--- src/rtl/multicycle_control_unit.sv ---
// Multicycle MIPS control FSM: fetch/decode/exec/mem/writeback with cache-hit handshakes,
// a bounded-wait watchdog and terminal HALT/ERROR states. Optional macro CU_PERF_CNT_EN adds perf counters.
package cpu_types_pkg;
  typedef enum logic [3:0] {
    ALU_SLL  = 4'b0000,
    ALU_SRL  = 4'b0001,
    ALU_ADD  = 4'b0010,
    ALU_SUB  = 4'b0011,
    ALU_AND  = 4'b0100,
    ALU_OR   = 4'b0101,
    ALU_XOR  = 4'b0110,
    ALU_NOR  = 4'b0111,
    ALU_SLT  = 4'b1010,
    ALU_SLTU = 4'b1011
  } aluop_t;
endpackage

module multicycle_control_unit
  import cpu_types_pkg::*;
#(
  parameter int          WORD_W     = 32,
  parameter int          WAIT_LIMIT = 16,
  parameter logic [5:0]  HALT_OP    = 6'h3F
) (
  input  logic              CLK,
  input  logic              RST,
  input  logic [WORD_W-1:0] instr,
  input  logic              ihit,
  input  logic              dhit,
  input  logic              zero,
  output logic              icuREN,
  output logic              dcuREN,
  output logic              dcuWEN,
  output logic              ir_wen,
  output logic              pc_wen,
  output logic [1:0]        pc_src,
  output logic              regwr,
  output logic [1:0]        regdst,
  output logic              memtoreg,
  output logic [1:0]        alu_src,
  output logic              extop,
  output aluop_t            alu_op,
  output logic              halt,
  output logic              err,
  output logic [2:0]        state
`ifdef CU_PERF_CNT_EN
  ,
  output logic [31:0]       cycle_cnt,
  output logic [31:0]       instr_cnt
`endif
);

  localparam logic [5:0] OP_RTYPE = 6'h00, OP_J    = 6'h02, OP_JAL  = 6'h03;
  localparam logic [5:0] OP_BEQ   = 6'h04, OP_BNE  = 6'h05, OP_ADDIU = 6'h09;
  localparam logic [5:0] OP_SLTI  = 6'h0A, OP_ANDI = 6'h0C, OP_ORI  = 6'h0D;
  localparam logic [5:0] OP_XORI  = 6'h0E, OP_LUI  = 6'h0F, OP_LW   = 6'h23;
  localparam logic [5:0] OP_SW    = 6'h2B;
  localparam logic [5:0] F_SLL = 6'h00, F_SRL = 6'h02, F_JR = 6'h08, F_ADDU = 6'h21;
  localparam logic [5:0] F_SUBU = 6'h23, F_AND = 6'h24, F_OR = 6'h25, F_XOR = 6'h26;
  localparam logic [5:0] F_NOR = 6'h27, F_SLT = 6'h2A, F_SLTU = 6'h2B;

  localparam int CNT_W = $clog2(WAIT_LIMIT + 2);
  localparam logic [CNT_W-1:0] LAST_WAIT = CNT_W'((WAIT_LIMIT > 0) ? WAIT_LIMIT - 1 : 0);

  typedef enum logic [2:0] {
    S_FETCH  = 3'd0,
    S_DECODE = 3'd1,
    S_EXEC   = 3'd2,
    S_MEM    = 3'd3,
    S_WB     = 3'd4,
    S_HALT   = 3'd5,
    S_ERROR  = 3'd6
  } state_t;

  state_t            state_q, state_d;
  logic [WORD_W-1:0] ir_q, ir_d;
  logic [CNT_W-1:0]  wait_q, wait_d;

  logic [5:0] op, funct;
  logic       is_rtype, is_lw, is_sw, is_jal;
  logic       timeout;
  logic       unused_ir_bits;

  assign op             = ir_q[WORD_W-1 -: 6];
  assign funct          = ir_q[5:0];
  assign is_rtype       = (op == OP_RTYPE);
  assign is_lw          = (op == OP_LW);
  assign is_sw          = (op == OP_SW);
  assign is_jal         = (op == OP_JAL);
  assign unused_ir_bits = ^ir_q[WORD_W-7:6];
  assign timeout        = (WAIT_LIMIT != 0) && (wait_q == LAST_WAIT);
  assign state          = state_q;

  aluop_t     dec_alu;
  logic [1:0] dec_src;
  logic       dec_ext;
  logic       dec_valid;

  always_comb begin
    dec_alu   = ALU_ADD;
    dec_src   = 2'd0;
    dec_ext   = 1'b0;
    dec_valid = 1'b1;
    case (op)
      OP_RTYPE: begin
        case (funct)
          F_ADDU:  dec_alu = ALU_ADD;
          F_SUBU:  dec_alu = ALU_SUB;
          F_AND:   dec_alu = ALU_AND;
          F_OR:    dec_alu = ALU_OR;
          F_XOR:   dec_alu = ALU_XOR;
          F_NOR:   dec_alu = ALU_NOR;
          F_SLT:   dec_alu = ALU_SLT;
          F_SLTU:  dec_alu = ALU_SLTU;
          F_SLL:   dec_alu = ALU_SLL;
          F_SRL:   dec_alu = ALU_SRL;
          default: dec_valid = 1'b0;
        endcase
      end
      OP_ADDIU, OP_LW, OP_SW: begin
        dec_src = 2'd1;
        dec_ext = 1'b1;
      end
      OP_SLTI: begin
        dec_alu = ALU_SLT;
        dec_src = 2'd1;
        dec_ext = 1'b1;
      end
      OP_ANDI: begin dec_alu = ALU_AND; dec_src = 2'd1; end
      OP_ORI:  begin dec_alu = ALU_OR;  dec_src = 2'd1; end
      OP_XORI: begin dec_alu = ALU_XOR; dec_src = 2'd1; end
      OP_LUI:  dec_src = 2'd2;
      OP_BEQ, OP_BNE: dec_alu = ALU_SUB;
      default: dec_valid = 1'b0;
    endcase
  end

  always_comb begin
    state_d  = state_q;
    ir_d     = ir_q;
    icuREN   = 1'b0;
    dcuREN   = 1'b0;
    dcuWEN   = 1'b0;
    ir_wen   = 1'b0;
    pc_wen   = 1'b0;
    pc_src   = 2'd0;
    regwr    = 1'b0;
    regdst   = 2'd0;
    memtoreg = 1'b0;
    alu_src  = 2'd0;
    extop    = 1'b0;
    alu_op   = ALU_ADD;
    halt     = 1'b0;
    err      = 1'b0;
    case (state_q)
      S_FETCH: begin
        icuREN = 1'b1;
        if (ihit) begin
          ir_wen  = 1'b1;
          pc_wen  = 1'b1;
          ir_d    = instr;
          state_d = S_DECODE;
        end else if (timeout) begin
          state_d = S_ERROR;
        end
      end
      S_DECODE: begin
        if (op == HALT_OP) begin
          state_d = S_HALT;
        end else if (op == OP_J || is_jal) begin
          pc_wen  = 1'b1;
          pc_src  = 2'd2;
          regdst  = is_jal ? 2'd2 : 2'd0;
          state_d = is_jal ? S_WB : S_FETCH;
        end else if (is_rtype && funct == F_JR) begin
          pc_wen  = 1'b1;
          pc_src  = 2'd3;
          state_d = S_FETCH;
        end else begin
          state_d = S_EXEC;
        end
      end
      S_EXEC: begin
        alu_op  = dec_alu;
        alu_src = dec_src;
        extop   = dec_ext;
        if (!dec_valid) begin
          state_d = S_FETCH;
        end else if (op == OP_BEQ || op == OP_BNE) begin
          pc_src  = 2'd1;
          pc_wen  = (op == OP_BEQ) ? zero : ~zero;
          state_d = S_FETCH;
        end else if (is_lw || is_sw) begin
          state_d = S_MEM;
        end else begin
          state_d = S_WB;
        end
      end
      S_MEM: begin
        dcuREN = is_lw;
        dcuWEN = is_sw;
        if (dhit) begin
          state_d = is_lw ? S_WB : S_FETCH;
        end else if (timeout) begin
          state_d = S_ERROR;
        end
      end
      S_WB: begin
        regwr    = 1'b1;
        memtoreg = is_lw;
        regdst   = is_rtype ? 2'd1 : (is_jal ? 2'd2 : 2'd0);
        state_d  = S_FETCH;
      end
      S_HALT:  halt = 1'b1;
      S_ERROR: err  = 1'b1;
      default: state_d = S_FETCH;
    endcase

    // Reset wins over the current state so no request escapes while RST is held.
    if (RST) begin
      icuREN   = 1'b0;
      dcuREN   = 1'b0;
      dcuWEN   = 1'b0;
      ir_wen   = 1'b0;
      pc_wen   = 1'b0;
      pc_src   = 2'd0;
      regwr    = 1'b0;
      regdst   = 2'd0;
      memtoreg = 1'b0;
      alu_src  = 2'd0;
      extop    = 1'b0;
      alu_op   = ALU_ADD;
      halt     = 1'b0;
      err      = 1'b0;
    end
  end

  always_comb begin
    wait_d = '0;
    if (state_d == state_q && (state_q == S_FETCH || state_q == S_MEM)) begin
      wait_d = wait_q + CNT_W'(1);
    end
  end

  always_ff @(posedge CLK) begin
    if (RST) begin
      state_q <= S_FETCH;
      ir_q    <= '0;
      wait_q  <= '0;
    end else begin
      state_q <= state_d;
      ir_q    <= ir_d;
      wait_q  <= wait_d;
    end
  end

`ifdef CU_PERF_CNT_EN
  logic [31:0] cycle_cnt_q, instr_cnt_q;

  always_ff @(posedge CLK) begin
    if (RST) begin
      cycle_cnt_q <= '0;
      instr_cnt_q <= '0;
    end else begin
      if (state_q != S_HALT && state_q != S_ERROR) begin
        cycle_cnt_q <= cycle_cnt_q + 32'd1;
      end
      if (state_q == S_FETCH && state_d == S_DECODE) begin
        instr_cnt_q <= instr_cnt_q + 32'd1;
      end
    end
  end

  assign cycle_cnt = cycle_cnt_q;
  assign instr_cnt = instr_cnt_q;
`endif

endmodule
--- config.mk ---
export PLATFORM = sky130hd
export DESIGN_NAME = multicycle_control_unit
export DESIGN_NICKNAME = d
export VERILOG_FILES = /design/src/rtl/multicycle_control_unit.sv
export SDC_FILE = /design/constraint.sdc
export NUM_CORES = 1
export LEC_CHECK = 0
export CORE_MARGIN = 2
export CORE_UTILIZATION = 25
export CTS_CLUSTER_DIAMETER = 120
export DETAILED_ROUTE_END_ITERATION = 6
export HOLD_SLACK_MARGIN = 0.03
export PLACE_DENSITY = 0.58
export SETUP_SLACK_MARGIN = 0.1
export SLEW_MARGIN = 20
export SYNTH_ARGS = -nofsm -noshare
export SYNTH_HDL_FRONTEND = slang
export SYNTH_SLANG_ARGS = --single-unit
--- constraint.sdc ---
create_clock -name CLK -period 2.6 [get_ports CLK]
set_clock_uncertainty 0.2 [all_clocks]
set_input_delay 0.52 -clock CLK [delete_from_list [all_inputs] [get_ports CLK]]
set_output_delay 0.52 -clock CLK [all_outputs]
set_load 0.01 [all_outputs]
* Word level (Yosys, flattened, before mapping)
Index checks and enable logic that the tools add are counted.
Storage, ports and cells: register bits 40, input bits 37, output and inout bits 23, word-level logic and storage cells 116
Cells by class: add/sub/neg operators 1, eq/ne operators 31, mux-type cells 62, bitwise gates (word level) 2, reductions and logical operators 17
Operator list (number):
- $eq 6x6->1 const B | 11
- $eq 6x4->1 const B | 7
- $pmux 4 s9 | 1
- $mux 1 | 30
- $mux 3 | 10
- $mux 2 | 12
- $pmux 4 s6 | 1
- $reduce_or 10->1 | 2
- $eq 6x2->1 const B | 3
- $pmux 3 s5 | 1
- $eq 6x3->1 const B | 2
- $logic_not 6->1 | 2
- $pmux 2 s2 | 3
- $eq 3x3->1 const B | 3
- $mux 4 | 2
- $reduce_or 7->1 | 1
- $eq 3x2->1 const B | 2
- $reduce_or 2->1 | 3
- $add 5x1->5 const B | 1
- $eq 5x4->1 const B | 1
- $logic_or 1x1->1 | 4
- $reduce_or 4->1 | 1
- $eq 3x1->1 const B | 1
- $eq 3x3->1 | 1
- other kinds (6) | 8

* Depth between registers and ports, before layout
depth in word-level cells 10, mapped depth 8, gate-level depth less buffers 8

* Least setup slack after synthesis
OpenSTA, ideal clock, no wires.
path type register to output, start point register ir_q[30], end point output regdst[1], data arrival time 1.700 ns, data required time 1.880 ns, path slack 0.180 ns, cell stages (with the launch flop) 4, path buffers 1, path through dfxtp_1 -> buf_2 -> or4_1 -> a2111oi_0
On the way: longest elaborated chain between the ends 6, elaborated cells between the ends (all ways) 11, those cells by class eq/ne (3); mux (6); reduce/logical (2)
Ends and longest elaborated chain:
- from (decl) | RTL line 76 | logic [WORD_W-1:0] ir_q, ir_d;
- from (signal assigned) | RTL line 252 | ir_q <= ir_d;
- $eq 6x2->1, on equally long branches | RTL line 89, 170
- $mux 2 or $logic_or 1x1->1 (tied branches) | RTL line 173, 211, 170
- $mux 2 | RTL line 170 | end else if (op == OP_J || is_jal) begin
- $mux 2 | RTL line 168 | if (op == HALT_OP) begin
- $pmux 2 s2 * | RTL line 155 | case (state_q)
- $mux 2 * | RTL line 220 | if (RST) begin
- to (decl) | RTL line 38 | output logic [1:0] regdst,
Every way passes the cells marked *; elsewhere a longest branch is shown, timed or not.

* Final worst setup path
start point register ir_q[28], end point output regdst[1]
Same word-level chain as after synthesis.

==> impl_metrics.json <==
{
  "status": "finished, final reports clean",
  "slew-limit-headroom_pct": 68.6,
  "syn_area_sq_mm": 0.00153,
  "cts_buffers": 3,
  "finalSetupViolCount": 0,
  "grt_usage_pct": 15.9,
  "vias": 1794,
  "fp.dieArea_sq_mm": 0.00678,
  "syn_area_per_cell_sq_um": 6.85,
  "grt_setup_unrepaired": "yes",
  "ys.flop_type": "dfxtp_1",
  "fp.dieW_um": 82.3,
  "netlist_instances": 224,
  "finalWorstSetupSlack_ns": 0.0586,
  "numPortBuffers": 39,
  "hold_class": "register to register",
  "drt_iter0_markers": 134,
  "fin_crit_sh_pct": 97.7,
  "ff2ff_setup_slack_ns": 0.39,
  "clk_latency_ns": 0.26,
  "final_cells": 369,
  "path_class": "register to output pin",
  "async_flop_share_pct": 0,
  "min_to": "wait_q[0]",
  "critPathCaptureType": "output pin",
  "grt_overflow": 0,
  "finalCriticalPeriod_ns": 2.54,
  "grt_max_degree": 17,
  "htree_levels": 1,
  "final_core_util_pct": 41.0,
  "finalWirelength_um": 5030,
  "cp_max_fo": 5,
  "root_buffer": "clkbuf_8",
  "cts.clk_slew.worst_paths_ns": 0.08,
  "final_cell_mix": "buf_4, nand2_1, a21oi_1, clkdlybuf4s50_1, nor2_1",
  "grt_pass1_wl_um": 8380,
  "drc": 0,
  "rows": 28,
  "place_ws_ns": -0.594,
  "final_nets": 334,
  "crit_required_ns": 1.88,
  "antenna_cells": 0,
  "worstMarginPinSlew_ns": 0.465,
  "p_leak_uw": 0.000970,
  "synth_nets": 263,
  "cp-start-kind": "register",
  "final_max_slew_viol_count": 0,
  "via_per_inst": 4.86,
  "holdPathStages": 1,
  "grt_pass1_vias": 1723,
  "cts.path.max_buffers": 2,
  "cp.arrival_ns": 1.82,
  "fillers": 616,
  "yosys_register_bits": 20,
  "fin_tns_setup_ns": 0,
  "synth_edf_count": 0,
  "gp_congestion": 0.820,
  "hp-start": "wait_q[0]",
  "core_sq_mm": 0.00592,
  "initial_core_util_pct": 25.9,
  "synth_cell_types": 47,
  "r2r_end": "wait_q[1]",
  "final_common_cell": "buf_4",
  "dp_hpwl_um": 3860,
  "ys_seq_area_share_pct": 26.1,
  "peakVddDrop_v": 0.000200,
  "cts_tree": "yes",
  "area_delta_synth_final_pct": 58.4,
  "ios": 60,
  "drv_cap": 0,
  "die_h_um": 82.3,
  "drtPass1Iterations": 4,
  "fmax_ghz": 0.393,
  "total_power_uw": 1050,
  "cts_sinks": 20,
  "finalHoldViolCount": 0,
  "antenna_found_initial": 0,
  "synth_warnings": 0,
  "ant_nets": 0,
  "drive_above_1_share_pct": 33.3,
  "rr_worst_depth": 8,
  "routedWlPerCell_um": 13.6,
  "rr_startpoint": "wait_q[0]",
  "p_per_area_mw_per_mm2": 432,
  "dp.cells": 364
}
==> where the power goes <==
part	switching [uW]	internal (uW)
logic	185	180
clock network	114	206
registers	35.2	330
total	334	715
==> Yosys cell counts (2+ instances only) <==
| cell type | count | share of area, % |
|---|---|---|
| nand3_1 | 6 | 2.0 |
| buf_2 | 4 | 1.3 |
| and3_1 | 5 | 2.0 |
| nor2b_1 | 5 | 2.0 |
| o22ai_1 | 3 | 1.2 |
| nor4_1 | 5 | 2.0 |
| o211ai_1 | 2 | 0.98 |
| o21ai_0 | 7 | 2.3 |
| xnor2_1 | 2 | 1.1 |
| or4_1 | 3 | 1.5 |
| a32oi_1 | 3 | 1.7 |
| a21oi_1 | 25 | 8.2 |
| nor3b_1 | 2 | 0.98 |
| dfxtp_1 | 20 | 26 |
| nand2_1 | 39 | 9.5 |
| o311ai_0 | 2 | 1.1 |
| a21o_1 | 2 | 0.98 |
| nand2b_4 | 2 | 1.8 |
| o21a_1 | 2 | 0.98 |
| nand2b_1 | 5 | 2.0 |
| nor2_1 | 21 | 5.1 |
| a31oi_1 | 4 | 1.6 |
| nor3_1 | 10 | 3.3 |
| or3_1 | 3 | 1.2 |
| ha_1 | 2 | 1.6 |
| clkbuf_1 | 12 | 2.9 |
| nand4_1 | 2 | 0.82 |
| inv_1 | 7 | 1.7 |
==> how the worst max path moves through the flow <==
stage | startpoint | to | slack (ns) | depth (start not counted)
final | ir_q[28] | regdst[1] | 0.06 | 5
after global routing | ir_q[31] | pc_wen | -0.08 | 6
after global placement | RST | regdst[1] | -0.65 | 5
after floorplan | ir_q[30] | regdst[1] | 0.18 | 3
after detailed placement | RST | regdst[1] | -0.59 | 5
after CTS | ir_q[31] | pc_wen | 0.06 | 7
==> worst max-delay path, stage by stage, from the launching register on <==
cell	delay (ns)
dfxtp_4	0.36
nand2b_4	0.14
or4_4	0.44
a2111oi_4	0.36
buf_4	0.17
buf_6	0.09
==> metrics by stage <==
stage          instance area, sq um  hold slack (ns)
2_1_floorplan                  1530            0.218
3_3_place_gp                   2270            0.232
3_5_place_dp                   2270            0.237
4_1_cts                        2420            0.251
5_1_grt                        2430            0.287
6_report                       2430            0.251
==> area by class of cell <==
type	instances	area, sq um	area share, %
clock buffers	3	41.3	1.70
clock inverters	1	30.0	1.24
inverters	7	26.3	1.08
multi-input cells	179	1150	47.3
flip-flops and latches	20	412	16.9
well taps	75	93.8	3.86
repair buffers	84	678	27.9
==> flip-flops by register name (all words and copies together), names as in the netlist <==
name / count
ir_q: 12
wait_q: 5
state: 3
==> cell families after synthesis <==
family                     Yosys count  share of synthesized area (%)
AOI/OAI and AO/OA                   56                           22.8
xor gates and xnor gates             3                           1.71
adders and majority gates            2                           1.63
buffers and inverters               25                           6.69
DFF                                 20                           26.1
and+or+nand+nor                    118                           41.0
==> routing by layer <==
layer | share of wire (%) | GRT usage [%] | vias up
met5 | 0 | 0 | -
met4 | 0.91 | 3.17 | 0
met3 | 4.9 | 1.96 | 4
met2 | 44 | 24.1 | 44
met1 | 51 | 23.9 | 808
li1 | - | - | 938
==> what timing repair did <==
| action | 4_1_cts | 5_1_grt |
|---|---|---|
| hold buffers | 0 | 0 |
| buffers inserted | 2 | 0 |
| gates resized for setup | 79 | 14 |
| endpoints found under the setup margin | 20 | 16 |
| pin swaps | 8 | 4 |
Note: power is estimated with default switching activity, not from simulation.
